===== src/rtl/inst_stream_encoder.sv =====
// -----------------------------------------------------------------------------
// inst_stream_encoder
//
// Builds RV32I instruction words from field-level requests and streams them
// into consecutive instruction-memory words. It is the inverse of the CPU's
// opcode decode. Loading stops after an ECALL word is written or the memory
// is full.
//
// Parameters
//   DEPTH   instruction-memory size in words (power of two, >= 2)
//   ADDR_W  word-address width
//
// Ports
//   clk, reset        rising-edge clock, asynchronous active-low reset
//   start             one-cycle pulse; (re)starts loading from address 0
//   req_valid/ready   request handshake
//   req_kind          0=R 1=I-arith 2=LOAD 3=STORE 4=BRANCH 5=JAL 6=JALR
//                     7=ECALL 8=LUI 9=AUIPC, anything else is illegal
//   req_rd/rs1/rs2    register fields
//   req_funct3        funct3 field
//   req_alt           selects funct7=0100000 (SUB/SRA/SRAI)
//   req_imm           signed immediate (LUI/AUIPC use bits 31:12)
//   imem_we/addr/wdata one-cycle memory write, issued the cycle after accept
//   count             words written since start
//   done              loading finished
//   full              count == DEPTH
//   error             sticky: illegal kind or out-of-range immediate seen
// -----------------------------------------------------------------------------
module inst_stream_encoder #(
    parameter int DEPTH  = 1024,
    parameter int ADDR_W = $clog2(DEPTH)
) (
    input  logic              clk,
    input  logic              reset,
    input  logic              start,
    input  logic              req_valid,
    output logic              req_ready,
    input  logic [3:0]        req_kind,
    input  logic [4:0]        req_rd,
    input  logic [4:0]        req_rs1,
    input  logic [4:0]        req_rs2,
    input  logic [2:0]        req_funct3,
    input  logic              req_alt,
    input  logic [31:0]       req_imm,
    output logic              imem_we,
    output logic [ADDR_W-1:0] imem_addr,
    output logic [31:0]       imem_wdata,
    output logic [ADDR_W:0]   count,
    output logic              done,
    output logic              full,
    output logic              error
);

    localparam logic [6:0] OP_R      = 7'b0110011;
    localparam logic [6:0] OP_IARITH = 7'b0010011;
    localparam logic [6:0] OP_LOAD   = 7'b0000011;
    localparam logic [6:0] OP_STORE  = 7'b0100011;
    localparam logic [6:0] OP_BRANCH = 7'b1100011;
    localparam logic [6:0] OP_JAL    = 7'b1101111;
    localparam logic [6:0] OP_JALR   = 7'b1100111;
    localparam logic [6:0] OP_LUI    = 7'b0110111;
    localparam logic [6:0] OP_AUIPC  = 7'b0010111;

    localparam logic [31:0] ECALL_WORD = 32'h0000_0073;

    localparam logic [3:0] K_R      = 4'd0;
    localparam logic [3:0] K_IARITH = 4'd1;
    localparam logic [3:0] K_LOAD   = 4'd2;
    localparam logic [3:0] K_STORE  = 4'd3;
    localparam logic [3:0] K_BRANCH = 4'd4;
    localparam logic [3:0] K_JAL    = 4'd5;
    localparam logic [3:0] K_JALR   = 4'd6;
    localparam logic [3:0] K_ECALL  = 4'd7;
    localparam logic [3:0] K_LUI    = 4'd8;
    localparam logic [3:0] K_AUIPC  = 4'd9;

    localparam logic [ADDR_W:0] DEPTH_C = (ADDR_W+1)'(DEPTH);
    localparam logic [ADDR_W:0] ONE_C   = {{ADDR_W{1'b0}}, 1'b1};

    typedef enum logic [1:0] {
        ST_IDLE = 2'd0,
        ST_RUN  = 2'd1,
        ST_DONE = 2'd2
    } state_t;

    // True when imm is representable as a signed value whose sign bit is msb.
    function automatic logic fits_signed(input logic [31:0] imm, input logic [4:0] msb);
        logic [31:0] hi;
        hi = 32'($signed(imm) >>> msb);
        return (hi == 32'h0000_0000) || (hi == 32'hFFFF_FFFF);
    endfunction

    // Returns {error, word} for one request.
    function automatic logic [32:0] encode_req(
        input logic [3:0]  kind,
        input logic [4:0]  rd,
        input logic [4:0]  rs1,
        input logic [4:0]  rs2,
        input logic [2:0]  f3,
        input logic        alt,
        input logic [31:0] imm
    );
        logic [31:0] word;
        logic        err;
        logic [6:0]  f7;
        word = 32'h0000_0000;
        err  = 1'b0;
        f7   = alt ? 7'b0100000 : 7'b0000000;
        case (kind)
            K_R: begin
                word = {f7, rs2, rs1, f3, rd, OP_R};
            end
            K_IARITH: begin
                // Shift-immediates carry funct7 in the upper immediate bits.
                if ((f3 == 3'b001) || (f3 == 3'b101)) begin
                    word = {f7, imm[4:0], rs1, f3, rd, OP_IARITH};
                    err  = (imm[31:5] != 27'd0);
                end else begin
                    word = {imm[11:0], rs1, f3, rd, OP_IARITH};
                    err  = !fits_signed(imm, 5'd11);
                end
            end
            K_LOAD: begin
                word = {imm[11:0], rs1, f3, rd, OP_LOAD};
                err  = !fits_signed(imm, 5'd11);
            end
            K_STORE: begin
                word = {imm[11:5], rs2, rs1, f3, imm[4:0], OP_STORE};
                err  = !fits_signed(imm, 5'd11);
            end
            K_BRANCH: begin
                word = {imm[12], imm[10:5], rs2, rs1, f3, imm[4:1], imm[11], OP_BRANCH};
                err  = !fits_signed(imm, 5'd12) || imm[0];
            end
            K_JAL: begin
                word = {imm[20], imm[10:1], imm[11], imm[19:12], rd, OP_JAL};
                err  = !fits_signed(imm, 5'd20) || imm[0];
            end
            K_JALR: begin
                word = {imm[11:0], rs1, 3'b000, rd, OP_JALR};
                err  = !fits_signed(imm, 5'd11);
            end
            K_ECALL: begin
                word = ECALL_WORD;
            end
            K_LUI: begin
                word = {imm[31:12], rd, OP_LUI};
            end
            K_AUIPC: begin
                word = {imm[31:12], rd, OP_AUIPC};
            end
            default: begin
                err = 1'b1;
            end
        endcase
        return {err, word};
    endfunction

    state_t            state_r;
    logic              ready_r;
    logic              stop_pending_r;
    logic [ADDR_W:0]   wptr_r;
    logic              we_r;
    logic [ADDR_W-1:0] addr_r;
    logic [31:0]       wdata_r;
    logic [ADDR_W:0]   count_r;
    logic              done_r;
    logic              full_r;
    logic              error_r;

    logic [32:0]       enc_s;
    logic              accept_s;
    logic [ADDR_W:0]   wptr_next_s;
    logic [ADDR_W:0]   count_next_s;
    logic              last_s;

    assign enc_s        = encode_req(req_kind, req_rd, req_rs1, req_rs2,
                                     req_funct3, req_alt, req_imm);
    assign accept_s     = req_valid && ready_r;
    assign wptr_next_s  = wptr_r + ONE_C;
    assign count_next_s = count_r + ONE_C;
    // The accepted word is the final one: ECALL, or it fills the memory.
    assign last_s       = (req_kind == K_ECALL) || (wptr_next_s == DEPTH_C);

    // Control FSM, write pipeline stage and status registers.
    // wptr_r runs ahead of count_r by one while a write is in flight so that
    // back-to-back requests get consecutive addresses.
    always_ff @(posedge clk or negedge reset) begin
        if (!reset) begin
            state_r        <= ST_IDLE;
            ready_r        <= 1'b0;
            stop_pending_r <= 1'b0;
            wptr_r         <= '0;
            we_r           <= 1'b0;
            addr_r         <= '0;
            wdata_r        <= 32'h0000_0000;
            count_r        <= '0;
            done_r         <= 1'b0;
            full_r         <= 1'b0;
            error_r        <= 1'b0;
        end else begin
            we_r <= 1'b0;
            case (state_r)
                ST_IDLE, ST_DONE: begin
                    if (start) begin
                        state_r        <= ST_RUN;
                        ready_r        <= 1'b1;
                        stop_pending_r <= 1'b0;
                        wptr_r         <= '0;
                        count_r        <= '0;
                        done_r         <= 1'b0;
                        full_r         <= 1'b0;
                        error_r        <= 1'b0;
                    end else begin
                        ready_r <= 1'b0;
                    end
                end
                ST_RUN: begin
                    if (accept_s) begin
                        if (enc_s[32]) begin
                            error_r <= 1'b1;
                        end else begin
                            we_r    <= 1'b1;
                            addr_r  <= wptr_r[ADDR_W-1:0];
                            wdata_r <= enc_s[31:0];
                            wptr_r  <= wptr_next_s;
                            if (last_s) begin
                                stop_pending_r <= 1'b1;
                                ready_r        <= 1'b0;
                            end
                        end
                    end
                    if (we_r) begin
                        count_r <= count_next_s;
                        full_r  <= (count_next_s == DEPTH_C);
                        // Nothing is accepted after the final word, so a
                        // write with stop pending is always the last one.
                        if (stop_pending_r) begin
                            state_r <= ST_DONE;
                            done_r  <= 1'b1;
                            ready_r <= 1'b0;
                        end
                    end
                end
                default: begin
                    state_r <= ST_IDLE;
                    ready_r <= 1'b0;
                end
            endcase
        end
    end

    assign req_ready  = ready_r;
    assign imem_we    = we_r;
    assign imem_addr  = addr_r;
    assign imem_wdata = wdata_r;
    assign count      = count_r;
    assign done       = done_r;
    assign full       = full_r;
    assign error      = error_r;

endmodule


===== config.mk =====
export PLATFORM = sky130hd
export DESIGN_NAME = inst_stream_encoder
export DESIGN_NICKNAME = d
export VERILOG_FILES = /design/src/rtl/inst_stream_encoder.sv
export SDC_FILE = /design/constraint.sdc
export NUM_CORES = 1
export LEC_CHECK = 0
export BUFFER_PORTS_ARGS = -buffer_cell sky130_fd_sc_hd__buf_4
export CAP_MARGIN = 15
export CORE_MARGIN = 5
export CORE_UTILIZATION = 30
export CTS_CLUSTER_DIAMETER = 60
export CTS_CLUSTER_SIZE = 10
export DETAILED_ROUTE_END_ITERATION = 6
export GPL_ROUTABILITY_DRIVEN = 0
export SETUP_SLACK_MARGIN = 0.02
export SLEW_MARGIN = 20
export SYNTH_ARGS = -nofsm -noshare
export SYNTH_HDL_FRONTEND = slang
export SYNTH_SLANG_ARGS = --single-unit

===== constraint.sdc =====
create_clock -name clk -period 2.2 [get_ports clk]
set_clock_uncertainty 0.15 [all_clocks]
set_input_delay 0.22 -clock clk [delete_from_list [all_inputs] [get_ports clk]]
set_output_delay 0.22 -clock clk [all_outputs]
set_load 0.005 [all_outputs]

==> impl_metrics.json <==
{
  "clk_pin_slew_worst_paths_ns": 0.05,
  "tritoncts": "built",
  "outcome": "finished clean",
  "finalNetCount": 633,
  "ioPinCount": 117,
  "relSlewSlack_pct": 39.05,
  "final.fill_count": 1272,
  "worstSetupPathType": "primary input to flop",
  "synth_edf_count": 0,
  "register_area_um2": 1777,
  "power.density_nw_per_um2": 901.0,
  "fp.dieH_um": 125.5,
  "synthDistinctLibCells": 61,
  "numPortBuffers": 116,
  "grt_pass1_vias": 3980,
  "peakVddDrop_mv": 0.3896,
  "insertion_delay_ns": 0.33,
  "post-place-ws_ns": -0.5274,
  "avgViaCountPerCell": 5.253,
  "core_um2": 13190,
  "yosysWarnings": 0,
  "final_core_util_pct": 45.75,
  "htree_levels": 3,
  "max_freq_ghz": 0.4586,
  "synth.ff_latch_count": 71,
  "period_share_pct": 99.12,
  "die_area_um2": 15760,
  "synth_fp_nets": 459,
  "firstDrtPassIters": 5,
  "grt_max_degree": 40,
  "dr_total_vias": 3950,
  "regToRegSetupSlack_ns": 0.15,
  "wirelength_mm": 12.73,
  "clk_path_buf_depth": 2,
  "setup_violations": 0,
  "rsz0062_at_grt": "true",
  "start_util_pct": 30.36,
  "dr.first_iter.drc_count": 230,
  "cts.sinks": 71,
  "cp.arrival_ns": 2.24,
  "crit_required_ns": 2.26,
  "clockRootBuffer": "clkbuf_16",
  "place_hpwl_mm": 9.253,
  "synth_area_um2": 4005,
  "grt_pass1_wl_mm": 19.91,
  "antenna_found_initial": 0,
  "worstMarginPinSlew_ns": 0.9080,
  "drv_cap": 0,
  "hp-class": "primary input to flop",
  "end_kind": "flop",
  "critPathMaxFanout": 7,
  "startpoint_type": "primary input",
  "synth_cells": 397,
  "maxSlewViolCount": 0,
  "routedWlPerCell_um": 16.93,
  "drtAntennaViolNets": 0,
  "num_rows": 42,
  "area_growth_pct": 50.67,
  "finalWorstSetupSlack_ns": 0.01930,
  "n_antenna_cell": 0,
  "track_usage_pct": 15.24,
  "synthArstFlopShare_pct": 100.0,
  "overflow": 0,
  "drc": 0,
  "fin_crit_ns": 2.181,
  "power.leakage_nw": 2.800,
  "multiInputGateArea_um2": 2185,
  "cts_buffers": 9,
  "synth_area_per_cell_um2": 10.09,
  "synth_ff_type": "dfrtp_1",
  "finalSetupTns_ns": 0,
  "dieWidth_um": 125.5,
  "synth-seq-area-share_pct": 44.36,
  "hold_viol_final": 0,
  "drive_gt1_share_pct": 44.79
}
-- flip-flops by register name (all words and copies together) (netlist names) --
register        count
req_ready           1
wptr_r             11
imem_addr          10
count              11
done                1
error               1
imem_we             1
state_r             2
imem_wdata         31
stop_pending_r      1
full                1
-- critical path: stages --
cell and delay (ns):
buf_6 0.09, or3b_4 0.42, nor3_4 0.22, and4b_4 0.24, o311ai_4 0.28, or2_4 0.23
buf_12 0.15, clkinv_8 0.09, mux2_4 0.30
-- area by class of cell --
type | instances | share of cell area, %
Tap cell | 176 | 3.649
Sequential cell | 71 | 29.44
Timing Repair inverter | 3 | 1.037
Inverter | 11 | 1.120
Clock inverter | 5 | 0.5391
Clock buffer | 11 | 4.188
Timing Repair Buffer | 182 | 23.82
Multi-Input combinational cell | 293 | 36.20
-- synth_stat cells, drive strengths merged, types with 7 or more instances --
cell,instances,area (µm²)
dfrtp,71,1777
o21ai,42,210.2
nand2,38,142.6
mux2,33,435.4
nor2,20,75.07
a22o,18,157.7
nand3,15,75.07
clkbuf,14,52.55
inv,11,43.80
a21oi,10,50.05
nand4,10,62.56
buf,8,66.31
and3,7,43.79
-- metrics by stage --
step,cell area (µm²),hold WS (ns),power (W),std cells
global placement,5430,0.05111,0.003954,725
global route,6035,0.07785,0.005770,752
finish,6035,0.07594,0.005437,752
floorplan,4024,-0.2256,0.002905,397
CTS,5792,0.06088,0.005420,744
detailed placement,5430,0.05534,0.004003,725
-- what timing repair did --
item                       4_1_cts  5_1_grt
gates cloned                     0        3
hold endpoints to repair        34        0
pin swaps                        4        7
setup endpoints to repair       45       39
resized for setup               10       30
hold buffers                     3        0
setup buffers                    0        5
-- cell families after synthesis --
family	after synthesis	synth area share (%)
mux	36	11.62
simple gates	131	16.87
buf+inv	33	4.061
fa+ha+maj	3	0.9373
flops	71	44.36
xor+xnor	6	1.312
compound gates	117	20.84
-- layout by cell type (no fill, tap or decap), drive strengths merged, types with 3 or more instances in the layout --
master / instances
clkinv: 5
a21oi: 10
clkinvlp: 3
a222oi: 5
a22o: 18
inv: 11
o31ai: 3
o221ai: 3
nand2b: 5
dfrtp: 71
nand3: 15
mux2: 33
nor2b: 5
and2: 3
or2: 6
nor2: 20
nor3: 4
a211oi: 5
xnor2: 4
a31oi: 5
mux2i: 3
buf: 179
nor4: 6
dlygate4sd3: 3
a31o: 4
nand4: 10
o211ai: 4
ha: 3
or3: 5
and3: 7
o21ai: 42
clkbuf: 11
nand2: 38
-- worst paths after layout --
kind	from	to	cells after the start
min reg2reg	error$_DFFE_PN0P_	error$_DFFE_PN0P_	2
min in group asynchronous	reset	imem_wdata[20]$_DFFE_PN0P_	2
max in group asynchronous	reset	imem_addr[4]$_DFFE_PN0P_	3
max	req_kind[1]	imem_wdata[14]$_DFFE_PN0P_	9
max reg2reg	state_r[1]$_DFFE_PN0P_	imem_wdata[27]$_DFFE_PN0P_	7
min	req_rs2[0]	imem_wdata[20]$_DFFE_PN0P_	4
-- routing by layer --
metal	vias to the layer above	global-route usage [%]	wire length, µm	part of all wire (%)
li1	1858	-	-	-
met1	1923	20.04	5383	42
met2	148	25.30	6251	49
met3	21	3.028	810	6.4
met4	0	4.783	283	2.2
met5	-	0	0	0
-- report_power, final --
part / switching, W / internal (W) / total [W]
clock network: 0.000558 / 0.000820 / 0.00138
registers: 0.000402 / 0.00174 / 0.00215
logic: 0.000734 / 0.00118 / 0.00191
Note: power is estimated with default switching activity, not from simulation.
